File: config.mk
export PLATFORM = sky130hd
export DESIGN_NAME = alu_packet_sequencer
export DESIGN_NICKNAME = d
export VERILOG_FILES = /design/src/rtl/alu_seq_pkg.sv /design/src/rtl/byte_to_word32.sv /design/src/rtl/alu_packet_sequencer.sv
export SDC_FILE = /design/constraint.sdc
export NUM_CORES = 1
export LEC_CHECK = 0
export BUFFER_PORTS_ARGS = -buffer_cell sky130_fd_sc_hd__buf_2
export CORE_AREA = 3 3 110 192
export DETAILED_ROUTE_END_ITERATION = 16
export DIE_AREA = 0 0 113 195
export PLACE_DENSITY = 0.63
export SLEW_MARGIN = 20
export SYNTH_ARGS = -nofsm -noshare
export SYNTH_HDL_FRONTEND = slang
export SYNTH_HIERARCHICAL = 1
export SYNTH_SLANG_ARGS = --single-unit
File: constraint.sdc
create_clock -name clk -period 4.3 [get_ports clk]
set_clock_uncertainty 0.05 [all_clocks]
set_input_delay 0.645 -clock clk [delete_from_list [all_inputs] [get_ports clk]]
set_output_delay 0.645 -clock clk [all_outputs]
set_load 0.005 [all_outputs]
File: src/rtl/alu_seq_pkg.sv
// Shared opcodes, sizes and FSM state encoding for the ALU packet sequencer.
package alu_seq_pkg;

   localparam logic [7:0]  OP_ECHO    = 8'hEC;
   localparam logic [7:0]  OP_ADD     = 8'hA0;
   localparam logic [7:0]  OP_MUL     = 8'hA1;
   localparam logic [15:0] HDR_LEN    = 16'd4;
   localparam int          OPND_BYTES = 4;

   typedef enum logic [3:0] {
      HDR0,
      HDR1,
      HDR2,
      HDR3,
      ECHO,
      OPND,
      MWAIT,
      RESP,
      DRAIN
   } state_e;

endpackage

File: src/rtl/byte_to_word32.sv
// Assembles four LSB-first bytes into a 32-bit word. The completed word and its
// valid pulse appear combinationally with the fourth byte so the caller can use it that cycle.
module byte_to_word32
   import alu_seq_pkg::*;
(
   input  logic        clk,
   input  logic        rst,
   input  logic        clr_i,
   input  logic        byte_valid_i,
   input  logic [7:0]  byte_i,
   output logic [31:0] word_o,
   output logic        word_valid_o
);

   logic [1:0]  count_q;
   logic [23:0] buf_q;

   assign word_o       = {byte_i, buf_q};
   assign word_valid_o = byte_valid_i && (count_q == 2'(OPND_BYTES - 1));

   always_ff @(posedge clk or posedge rst) begin
      if (rst) begin
         count_q <= '0;
         buf_q   <= '0;
      end else if (clr_i) begin
         count_q <= '0;
         buf_q   <= '0;
      end else if (byte_valid_i) begin
         count_q <= count_q + 2'd1;
         buf_q   <= {byte_i, buf_q[23:8]};
      end
   end

endmodule

File: src/rtl/alu_packet_sequencer.sv
// Parses UART command packets, echoes payloads or reduces 32-bit operands by add
// or external multiply, and streams the 4-byte little-endian result back out.
module alu_packet_sequencer
   import alu_seq_pkg::*;
#(
   parameter int         DATA_WIDTH_P = 8,
   parameter logic [7:0] OP_ECHO_P    = OP_ECHO,
   parameter logic [7:0] OP_ADD_P     = OP_ADD,
   parameter logic [7:0] OP_MUL_P     = OP_MUL
) (
   input  logic                    clk,
   input  logic                    rst,
   input  logic [DATA_WIDTH_P-1:0] rx_tdata,
   input  logic                    rx_tvalid,
   output logic                    rx_tready,
   output logic [DATA_WIDTH_P-1:0] tx_tdata,
   output logic                    tx_tvalid,
   input  logic                    tx_tready,
   output logic [31:0]             mul_a_o,
   output logic [31:0]             mul_b_o,
   output logic                    mul_valid_o,
   input  logic                    mul_ready_i,
   input  logic [31:0]             mul_result_i,
   input  logic                    mul_result_valid_i,
   output logic                    busy_o,
   output logic                    err_o
);

   state_e      state_q;
   logic        started_q;
   logic [7:0]  opcode_q;
   logic [7:0]  len_lo_q;
   logic [15:0] rem_q;
   logic [31:0] acc_q;
   logic [31:0] opnd_q;
   logic        first_q;
   logic [1:0]  k_q;
   logic        mul_valid_q;
   logic        err_q;

   logic        rx_fire;
   logic        tx_fire;
   logic [15:0] hdr_len;
   logic [15:0] hdr_rem;
   logic        is_reduce;
   logic        last_byte;
   logic [31:0] word;
   logic        word_valid;
   logic [7:0]  resp_byte;

   assign rx_fire     = rx_tvalid && rx_tready;
   assign tx_fire     = tx_tvalid && tx_tready;
   assign hdr_len     = {rx_tdata, len_lo_q};
   assign hdr_rem     = hdr_len - HDR_LEN;
   assign is_reduce   = (opcode_q == OP_ADD_P) || (opcode_q == OP_MUL_P);
   assign last_byte   = (rem_q == 16'd1);
   assign resp_byte   = acc_q[{k_q, 3'b000} +: 8];

   assign mul_a_o     = acc_q;
   assign mul_b_o     = opnd_q;
   assign mul_valid_o = mul_valid_q;
   assign err_o       = err_q;
   assign busy_o      = (state_q != HDR0);

   byte_to_word32 u_asm (
      .clk          (clk),
      .rst          (rst),
      .clr_i        (state_q == HDR0),
      .byte_valid_i ((state_q == OPND) && rx_fire),
      .byte_i       (rx_tdata),
      .word_o       (word),
      .word_valid_o (word_valid)
   );

   // started_q keeps rx_tready low until the first clock after reset release.
   always_comb begin
      rx_tready = 1'b0;
      tx_tvalid = 1'b0;
      tx_tdata  = '0;
      case (state_q)
         HDR0, HDR1, HDR2, HDR3: rx_tready = started_q;
         ECHO: begin
            rx_tready = tx_tready;
            tx_tvalid = rx_tvalid;
            tx_tdata  = rx_tdata;
         end
         OPND, DRAIN: rx_tready = 1'b1;
         RESP: begin
            tx_tvalid = 1'b1;
            tx_tdata  = resp_byte;
         end
         default: ;
      endcase
   end

   always_ff @(posedge clk or posedge rst) begin
      if (rst) begin
         state_q     <= HDR0;
         started_q   <= 1'b0;
         opcode_q    <= '0;
         len_lo_q    <= '0;
         rem_q       <= '0;
         acc_q       <= '0;
         opnd_q      <= '0;
         first_q     <= 1'b0;
         k_q         <= '0;
         mul_valid_q <= 1'b0;
         err_q       <= 1'b0;
      end else begin
         started_q <= 1'b1;
         err_q     <= 1'b0;
         case (state_q)
            HDR0: if (rx_fire) begin
               opcode_q <= rx_tdata;
               state_q  <= HDR1;
            end
            HDR1: if (rx_fire) state_q <= HDR2;
            HDR2: if (rx_fire) begin
               len_lo_q <= rx_tdata;
               state_q  <= HDR3;
            end
            HDR3: if (rx_fire) begin
               rem_q   <= hdr_rem;
               first_q <= 1'b1;
               k_q     <= '0;
               if (hdr_len < HDR_LEN) begin
                  err_q   <= 1'b1;
                  state_q <= HDR0;
               end else if (opcode_q == OP_ECHO_P) begin
                  state_q <= (hdr_rem == 16'd0) ? HDR0 : ECHO;
               end else if (is_reduce && hdr_rem != 16'd0 && hdr_rem[1:0] == 2'b00) begin
                  state_q <= OPND;
               end else begin
                  err_q   <= 1'b1;
                  state_q <= (hdr_rem == 16'd0) ? HDR0 : DRAIN;
               end
            end
            ECHO, DRAIN: if (rx_fire) begin
               rem_q <= rem_q - 16'd1;
               if (last_byte) state_q <= HDR0;
            end
            OPND: if (rx_fire) begin
               rem_q <= rem_q - 16'd1;
               if (word_valid) begin
                  if (first_q) begin
                     acc_q   <= word;
                     first_q <= 1'b0;
                     if (last_byte) state_q <= RESP;
                  end else if (opcode_q == OP_ADD_P) begin
                     acc_q <= acc_q + word;
                     if (last_byte) state_q <= RESP;
                  end else begin
                     opnd_q      <= word;
                     mul_valid_q <= 1'b1;
                     state_q     <= MWAIT;
                  end
               end
            end
            // A result pulse coinciding with the ready handshake is taken as-is.
            MWAIT: begin
               if (mul_ready_i) mul_valid_q <= 1'b0;
               if (mul_result_valid_i) begin
                  acc_q       <= mul_result_i;
                  mul_valid_q <= 1'b0;
                  state_q     <= (rem_q == 16'd0) ? RESP : OPND;
               end
            end
            RESP: if (tx_fire) begin
               k_q <= k_q + 2'd1;
               if (k_q == 2'd3) state_q <= HDR0;
            end
            default: state_q <= HDR0;
         endcase
      end
   end

endmodule
==> results of run 1 <==
through the flow:
| step | power [mW] | hold slack (ps) | worst slack (ps) | area, um2 |
|---|---|---|---|---|
| after floorplan | 4.20 | 417 | 816 | 8820 |
| after global placement | 5.30 | 423 | 891 | 9640 |
| after detailed placement | 5.31 | 435 | 774 | 9640 |
| after CTS | 6.64 | 289 | 759 | 10200 |
| after global routing | 7.12 | 317 | 377 | 10200 |
| final | 6.66 | 275 | 721 | 10200 |
how the worst min path moves through the flow:
stage,end,from,slack [ps],depth (start not counted)
after floorplan,rem_q[6],rem_q[6],420,1
after global placement,mul_valid_o,mul_valid_o,420,1
after detailed placement,mul_valid_o,mul_valid_o,440,1
after CTS,mul_b_o[6],rst,290,2
after global routing,mul_b_o[6],rst,320,2
final,mul_b_o[9],rst,280,2
cell families after synthesis:
logic type	after synthesis	share of synthesized area, %
and+or+nand+nor	315	17.4
AOI/OAI and AO/OA	257	18.7
DFF	132	37.4
muxes	100	13.2
buffers and inverters	85	4.54
adders and majority gates	38	5.47
xor gates and xnor gates	32	3.18
other	1	0.0425
area by class of cell:
type                       instances  share of cell area (%)
inverter                          21                   0.801
tap                              245                    3.02
multi-input combinational        743                    50.7
clock buffer                      22                    4.57
clock inverter                     9                   0.567
timing repair buffer             147                    7.86
sequential                       132                    32.5
routing by layer:
metal / track usage, % / wire length (um) / vias to the layer above / share of wire, %
met5: 0 / 0 / - / 0
met4: 18.1 / 2070 / 0 / 6.9
met3: 4.28 / 1520 / 86 / 5.0
met2: 49.6 / 15900 / 309 / 53
met1: 29.7 / 10700 / 3900 / 36
li1: - / - / 3718 / -
sequential cells by signal (all words and copies together) (netlist names):
name           count
mul_a_o           32
mul_valid_o        1
err_o              1
started_q          1
k_q                2
u_asm/buf_q       24
mul_b_o           32
len_lo_q           8
state_q            4
first_q            1
opcode_q           8
u_asm/count_q      2
rem_q             16
cell usage in the layout, fill, tap and decap left out, drive strengths merged, types with 20 or more instances in the layout:
master    n
ha       37
mux2     51
dfrtp   132
buf     147
nand2    82
nor2     99
o21ai    74
a21oi    72
mux2i    41
nand3    23
clkbuf   22
inv      20
report_power, final:
part / total [mW] / leakage (nW) / switching, mW / internal (mW)
combinational: 3.19 / 2.73 / 1.87 / 1.32
clock: 1.32 / 0.244 / 0.559 / 0.758
sequential: 2.15 / 1.70 / 0.577 / 1.58
total: 6.66 / 4.67 / 3.00 / 3.66
worst max-delay path, delay by kind of cell, from the launching register on:
family,cells,cell delay [ps]
and+or+nand+nor,6,1570
AOI/OAI and AO/OA,4,1290
DFF,1,580
==> results.sh, run 1 <==
export IMPL_outcome="finished, final reports clean"
export IMPL_synth_area_leader_cell="dfrtp_1"
export IMPL_ys_seq_elements=132
export IMPL_crit_chain="nor2b_1 > a21oi_1 > o21ai_1 > nand2_2 > nor2_4 > and2_1 > and4_1 > a21o_1 > o221ai_1 > nor3_1"
export IMPL_cts_root_buf="clkbuf_16"
export IMPL_fmax_mhz=279
export IMPL_multi_input_area_mm2=0.00514
export IMPL_ys_types=83
export IMPL_dr_pass1_iters=5
export IMPL_maxCapViolCount=0
export IMPL_cts_max_level=4
export IMPL_startpoint_type="register"
export IMPL_synthTopCellsByArea="dfrtp_1, mux2_2, ha_1"
export IMPL_syn_num_nets=1044
export IMPL_grt_overflow_total=0
export IMPL_hpwl_um=22800
export IMPL_critical_path_arrival_ps=3860
export IMPL_synth_most_common_cell="dfrtp_1"
export IMPL_cp_slowest_cell="a21o_1"
export IMPL_cts_tree="done"
export IMPL_synthFlopType="dfrtp_1"
export IMPL_setup_violations=0
export IMPL_cp_startpoint="state_q[2]"
export IMPL_timing_rr_start="state_q[2]"
export IMPL_synth_cells=960
export IMPL_cts_buffers=17
export IMPL_powerDensity_mw_per_mm2=656
export IMPL_synth_async_reset_ratio_pct=100
export IMPL_antenna_found_initial=0
export IMPL_avgViaCountPerCell=6.08
export IMPL_setup_tns_ps=0
export IMPL_insertion_delay_ps=430
export IMPL_ant_nets=0
export IMPL_dpl_cell_count=1288
export IMPL_die_w_um=113
export IMPL_r2r_cells=10
export IMPL_fin_util_pct=51.5
export IMPL_boundaryPins=123
export IMPL_routed_wl_um=30200
export IMPL_fin_crit_sh_pct=83.2
export IMPL_clockBufferDepth=2
export IMPL_die_area_mm2=0.0220
export IMPL_wire_per_inst_um=22.9
export IMPL_finalNonFillerCells=1319
export IMPL_min_period_ps=3580
export IMPL_ys_seq_area_share_pct=37.4
export IMPL_rows=68
export IMPL_critPathCapture="mul_a_o[30]"
export IMPL_n_fill_cell=1939
export IMPL_worstSetupPathType="reg2reg"
export IMPL_hold_path_class="in2async"
export IMPL_grt_max_degree=61
export IMPL_port_buffers=122
export IMPL_rr_endpoint="mul_a_o[30]"
export IMPL_finalWeightedCongestion=0.998
export IMPL_cts_sinks=132
export IMPL_vdd_drop_max_uv=349
export IMPL_cts_hold_buf=0
export IMPL_synth_edf_count=0
export IMPL_vias=8013
export IMPL_core_mm2=0.0197
export IMPL_hold_viol_final=0
export IMPL_track_usage_pct=27.8
export IMPL_clk_pin_slew_ps=60
export IMPL_leakagePower_nw=4.67
export IMPL_drt_initial_drc_count=541
export IMPL_grt_pass1_vias=8133
export IMPL_critPathMaxFanout=24
export IMPL_nets=1146
export IMPL_drive_above_1_share_pct=23.4
export IMPL_worst_slew_pin_slew_ps=1000
export IMPL_maxSlewHeadroom_pct=32.6
export IMPL_grt_setup_unrepaired="no"
export IMPL_yosysWarnings=6
export IMPL_seq_area_mm2=0.00330
export IMPL_crit_required_ps=4590
export IMPL_cts_setup_buffers=0
export IMPL_cpPeakStageDelay_ps=660
export IMPL_final_max_slew_viol_count=0
export IMPL_avgSynthCellArea_um2=9.19
export IMPL_r2r_setup_slack_ps=720
export IMPL_syn2layout_area_growth_pct=15.1
export IMPL_synth_common_cells="dfrtp_1, nor2_1, nand2_1"
export IMPL_yosysTopAreaCellShare_pct=37.4
export IMPL_cts_resized=0
export IMPL_antenna_cells=0
export IMPL_end_kind="register"
export IMPL_start_util_pct=44.7
export IMPL_grt_first_pass_wirelength_um=46800
export IMPL_drc=0
export IMPL_die_y_um=195
export IMPL_netlist_area_mm2=0.00882
(Power assumes the default switching activity.)
==> run 2: changes to the inputs <==
==> constraint.sdc (replaced) <==
create_clock -name clk -period 3.7 [get_ports clk]
set_clock_uncertainty 0.05 [all_clocks]
set_input_delay 0.555 -clock clk [delete_from_list [all_inputs] [get_ports clk]]
set_output_delay 0.555 -clock clk [all_outputs]
set_load 0.005 [all_outputs]
==> results.sh, run 2 (synthesized netlist as in run 1, its figures left out) <==
export IMPL_wire_per_inst_um=23.0
export IMPL_critPathCapture="mul_a_o[25]"
export IMPL_clockBufferDepth=2
export IMPL_critPathMaxFanout=9
export IMPL_routed_wl_um=30900
export IMPL_end_kind="register"
export IMPL_clk_pin_slew_ps=60
export IMPL_vdd_drop_max_uv=461
export IMPL_layout_common_cells="dfrtp_1, buf_2, nor2_1"
export IMPL_final_max_slew_viol_count=0
export IMPL_cts_hold_buf=0
export IMPL_die_w_um=113
export IMPL_antenna_found_initial=0
export IMPL_hold_path_class="in2async"
export IMPL_die_area_mm2=0.0220
export IMPL_powerDensity_mw_per_mm2=790
export IMPL_die_y_um=195
export IMPL_leakagePower_nw=4.88
export IMPL_maxSlewHeadroom_pct=38.9
export IMPL_grt_first_pass_wirelength_um=48100
export IMPL_cts_max_level=4
export IMPL_drt_initial_drc_count=551
export IMPL_grt_max_degree=61
export IMPL_setup_violations=0
export IMPL_drive_above_1_share_pct=25.5
export IMPL_core_mm2=0.0197
export IMPL_hpwl_um=23500
export IMPL_grt_pass1_vias=8386
export IMPL_syn2layout_area_growth_pct=19.0
export IMPL_cts_setup_buffers=0
export IMPL_rr_endpoint="mul_a_o[25]"
export IMPL_fin_crit_sh_pct=91.0
export IMPL_finalWeightedCongestion=0.958
export IMPL_vias=8189
export IMPL_insertion_delay_ps=430
export IMPL_hold_ws_ps=172
export IMPL_grt_overflow_total=0
export IMPL_grt_setup_unrepaired="no"
export IMPL_ant_nets=0
export IMPL_nets=1171
export IMPL_r2r_cells=10
export IMPL_timing_rr_start="mul_a_o[18]"
export IMPL_min_period_ps=3370
export IMPL_startpoint_type="register"
export IMPL_boundaryPins=123
export IMPL_start_util_pct=44.7
export IMPL_worstSetupPathType="reg2reg"
export IMPL_pre_cts_ws_ps=374
export IMPL_fin_util_pct=53.2
export IMPL_track_usage_pct=28.4
export IMPL_setup_ws_ps=332
export IMPL_finalNonFillerCells=1345
export IMPL_crit_required_ps=4000
export IMPL_cp_startpoint="mul_a_o[18]"
export IMPL_setup_tns_ps=0
export IMPL_avgViaCountPerCell=6.09
export IMPL_maxCapViolCount=0
export IMPL_outcome="finished, final reports clean"
export IMPL_cts_resized=0
export IMPL_critical_path_arrival_ps=3670
export IMPL_final_common_cell="dfrtp_1"
export IMPL_cts_buffers=17
export IMPL_dpl_cell_count=1313
export IMPL_cts_root_buf="clkbuf_16"
export IMPL_cts_sinks=132
export IMPL_dr_pass1_iters=5
export IMPL_port_buffers=122
export IMPL_antenna_cells=0
export IMPL_rows=68
export IMPL_fmax_mhz=297
export IMPL_r2r_setup_slack_ps=330
export IMPL_cts_tree="done"
export IMPL_drc=0
export IMPL_hold_viol_final=0
export IMPL_worst_slew_pin_slew_ps=909
## run 2: changes by cell type in the layout (fill, tap and decap cells not counted), sizes merged
cell / before / now
clkbuf: 22 / 20
clkinvlp: 5 / 1
clkinv: 5 / 6
bufinv: 0 / 5
buf: 147 / 172
inv: 20 / 21
## run 2: per-layer routing
metal | share of wire [%] | up-vias | GRT usage [%]
met5 | 0 | - | 0
met4 | 7.5 | 0 | 18.8
met3 | 5.0 | 113 | 4.87
met2 | 52 | 306 | 50.1
met1 | 35 | 3993 | 30.7
li1 | - | 3777 | -
## run 2: through the flow
step | power, mW | area (um2)
finish | 8.29 | 10500
global route | 8.84 | 10500
CTS | 8.30 | 10500
detailed placement | 6.37 | 9840
global placement | 6.34 | 9840
floorplan | 4.88 | 8820
## run 2: worst max-delay path: stages (launching register included)
cell and delay, ps:
dfrtp_1 470, ha_1 510, nand4_1 260, nor4_1 400
buf_4 170, o311ai_1 210, and3_1 290, a211o_1 310
and3_1 170, or3_1 300, a31oi_1 150
## run 2: power by group
| part | total, mW | switching, mW | internal [mW] |
|---|---|---|---|
| registers | 2.43 | 0.595 | 1.83 |
| clock network | 1.90 | 0.668 | 1.23 |
| logic | 3.96 | 2.30 | 1.66 |
## run 2: how the worst min path moves through the flow
stage	from	end	depth (start not counted)
final	rst	u_asm/buf_q[3]	2
after global routing	rst	u_asm/buf_q[3]	2
after CTS	rst	mul_b_o[9]	2
after detailed placement	mul_valid_o	mul_valid_o	1
after global placement	mul_valid_o	mul_valid_o	1
after floorplan	rem_q[6]	rem_q[6]	1
## run 2: layout make-up
type	count	area (um2)
clock buffer	20	457
inverter	21	81.3
clock inverter	12	203
sequential	132	3300
multi-input combinational	743	5140
timing repair buffer	172	998
tap	245	307
fill	1878	9240
==> run 3: changes to the inputs <==
--- a/config.mk
+++ b/config.mk
@@ -9,7 +9,6 @@
 export CORE_AREA = 3 3 110 192
 export DETAILED_ROUTE_END_ITERATION = 16
 export DIE_AREA = 0 0 113 195
-export PLACE_DENSITY = 0.63
 export SLEW_MARGIN = 20
 export SYNTH_ARGS = -nofsm -noshare
 export SYNTH_HDL_FRONTEND = slang
==> results.sh, run 3 (synthesized netlist as in run 1, its figures left out) <==
export IMPL_cts_sinks=132
export IMPL_worst_slew_pin_slew_ps=816
export IMPL_grt_setup_unrepaired="no"
export IMPL_port_buffers=122
export IMPL_clockBufferDepth=2
export IMPL_boundaryPins=123
export IMPL_cts_buffers=17
export IMPL_final_area_mm2=0.0104
export IMPL_crit_required_ps=4010
export IMPL_drive_above_1_share_pct=25.1
export IMPL_avgViaCountPerCell=6.12
export IMPL_grt_max_degree=61
export IMPL_dr_pass1_iters=5
export IMPL_hold_ws_ps=181
export IMPL_drc=0
export IMPL_wire_per_inst_um=23.9
export IMPL_crit_chain="ha_1 > inv_1 > fa_1 > nor2b_1 > o2111ai_1 > a21oi_1 > nor4_1 > nor3_1 > mux2_2 > a311oi_1 > a21o_1"
export IMPL_cp_startpoint="mul_a_o[0]"
export IMPL_grt_first_pass_wirelength_um=49200
export IMPL_insertion_delay_ps=430
export IMPL_startpoint_type="register"
export IMPL_core_mm2=0.0197
export IMPL_maxSlewHeadroom_pct=45.1
export IMPL_cts_setup_buffers=0
export IMPL_hold_path_class="in2async"
export IMPL_antenna_found_initial=0
export IMPL_final_max_slew_viol_count=0
export IMPL_setup_tns_ps=0
export IMPL_grt_overflow_total=0
export IMPL_cp_slowest_cell="a21oi_1"
export IMPL_powerDensity_mw_per_mm2=791
export IMPL_rows=68
export IMPL_cts_hold_buf=0
export IMPL_layout_common_cells="dfrtp_1, buf_2, nor2_1"
export IMPL_clk_pin_slew_ps=60
export IMPL_cts_resized=0
export IMPL_cts_max_level=4
export IMPL_vdd_drop_max_uv=420
export IMPL_setup_violations=0
export IMPL_leakagePower_nw=4.85
export IMPL_finalWeightedCongestion=0.997
export IMPL_fin_crit_sh_pct=92.3
export IMPL_timing_rr_start="mul_a_o[0]"
export IMPL_track_usage_pct=29.3
export IMPL_worstSetupPathType="reg2reg"
export IMPL_drt_initial_drc_count=516
export IMPL_die_area_mm2=0.0220
export IMPL_n_fill_cell=1892
export IMPL_cts_tree="done"
export IMPL_hold_viol_final=0
export IMPL_ant_nets=0
export IMPL_antenna_cells=0
export IMPL_outcome="finished, final reports clean"
export IMPL_end_kind="register"
export IMPL_die_w_um=113
export IMPL_nets=1166
export IMPL_placedInstanceArea_mm2=0.00979
export IMPL_hpwl_um=24300
export IMPL_cpPeakStageDelay_ps=490
export IMPL_final_common_cell="dfrtp_1"
export IMPL_cts_root_buf="clkbuf_16"
export IMPL_die_y_um=195
export IMPL_start_util_pct=44.7
export IMPL_critical_path_arrival_ps=3720
export IMPL_fmax_mhz=293
export IMPL_vias=8196
export IMPL_grt_pass1_vias=8494
export IMPL_critPathMaxFanout=5
export IMPL_syn2layout_area_growth_pct=18.2
export IMPL_routed_wl_um=32000
export IMPL_maxCapViolCount=0
export IMPL_min_period_ps=3410
run 3: changes by cell type in the layout (fill, tap and decap cells not counted):
cell        change
clkinvlp_4      -1
nor4bb_4        -1
inv_6           +2
and3_2          +1
clkbuf_1        +1
o21ai_0         +1
o21ai_1         -1
nor4bb_2        +1
and3_1          -1
buf_4           -5
bufinv_16       -1
clkinv_4        -1
run 3: final timing paths:
path	slack, ps	cells after the start	endpoint
max reg2reg	290	11	mul_a_o[28]
max in group asynchronous	2610	3	first_q
min reg2reg	440	1	mul_valid_o
min in group clk	360	3	mul_a_o[1]
min	180	2	u_asm/buf_q[4]
max	290	11	mul_a_o[28]
run 3: layout make-up:
| cell class | instances | area [um2] | area share (%) |
|---|---|---|---|
| tap | 245 | 307 | 2.94 |
| multi-input combinational | 743 | 5140 | 49.3 |
| clock buffer | 21 | 460 | 4.42 |
| timing repair buffer | 167 | 961 | 9.22 |
| clock inverter | 11 | 174 | 1.67 |
| sequential | 132 | 3300 | 31.7 |
| inverter | 21 | 81.3 | 0.780 |
run 3: critical path: cells and delay by family (launching register included):
kind	cells	cell delay [ps]
AO/OA/AOI/OAI	4	1070
buffers and inverters	1	50
flip-flops	1	440
AND/OR/NAND/NOR	3	750
multiplexers	1	390
adder cells (fa/ha/maj)	2	600
run 3: through the flow:
stage / setup WS (ps) / util [%] / instances / total power [mW]
after floorplan: 306 / - / 960 / 4.88
after detailed placement: 347 / 49.6 / 1308 / 6.36
after CTS: 326 / 52.8 / 1340 / 8.24
after global placement: 447 / 49.6 / 1308 / 6.34
final: 286 / 52.8 / 1340 / 8.25
after global routing: 0.789 / 52.8 / 1340 / 8.78
run 3: where the power goes:
| group | internal (mW) | switching, mW |
|---|---|---|
| clock | 1.17 | 0.681 |
| combinational | 1.63 | 2.31 |
| sequential | 1.83 | 0.628 |
| total | 4.63 | 3.62 |
run 3: routing by layer:
| layer | global-route usage (%) | vias to the layer above | wire [um] |
|---|---|---|---|
| met5 | 0 | - | 0 |
| met4 | 18.8 | 0 | 2320 |
| met3 | 3.97 | 114 | 1300 |
| li1 | - | 3763 | - |
| met1 | 30.6 | 4016 | 11200 |
| met2 | 53.8 | 303 | 17100 |
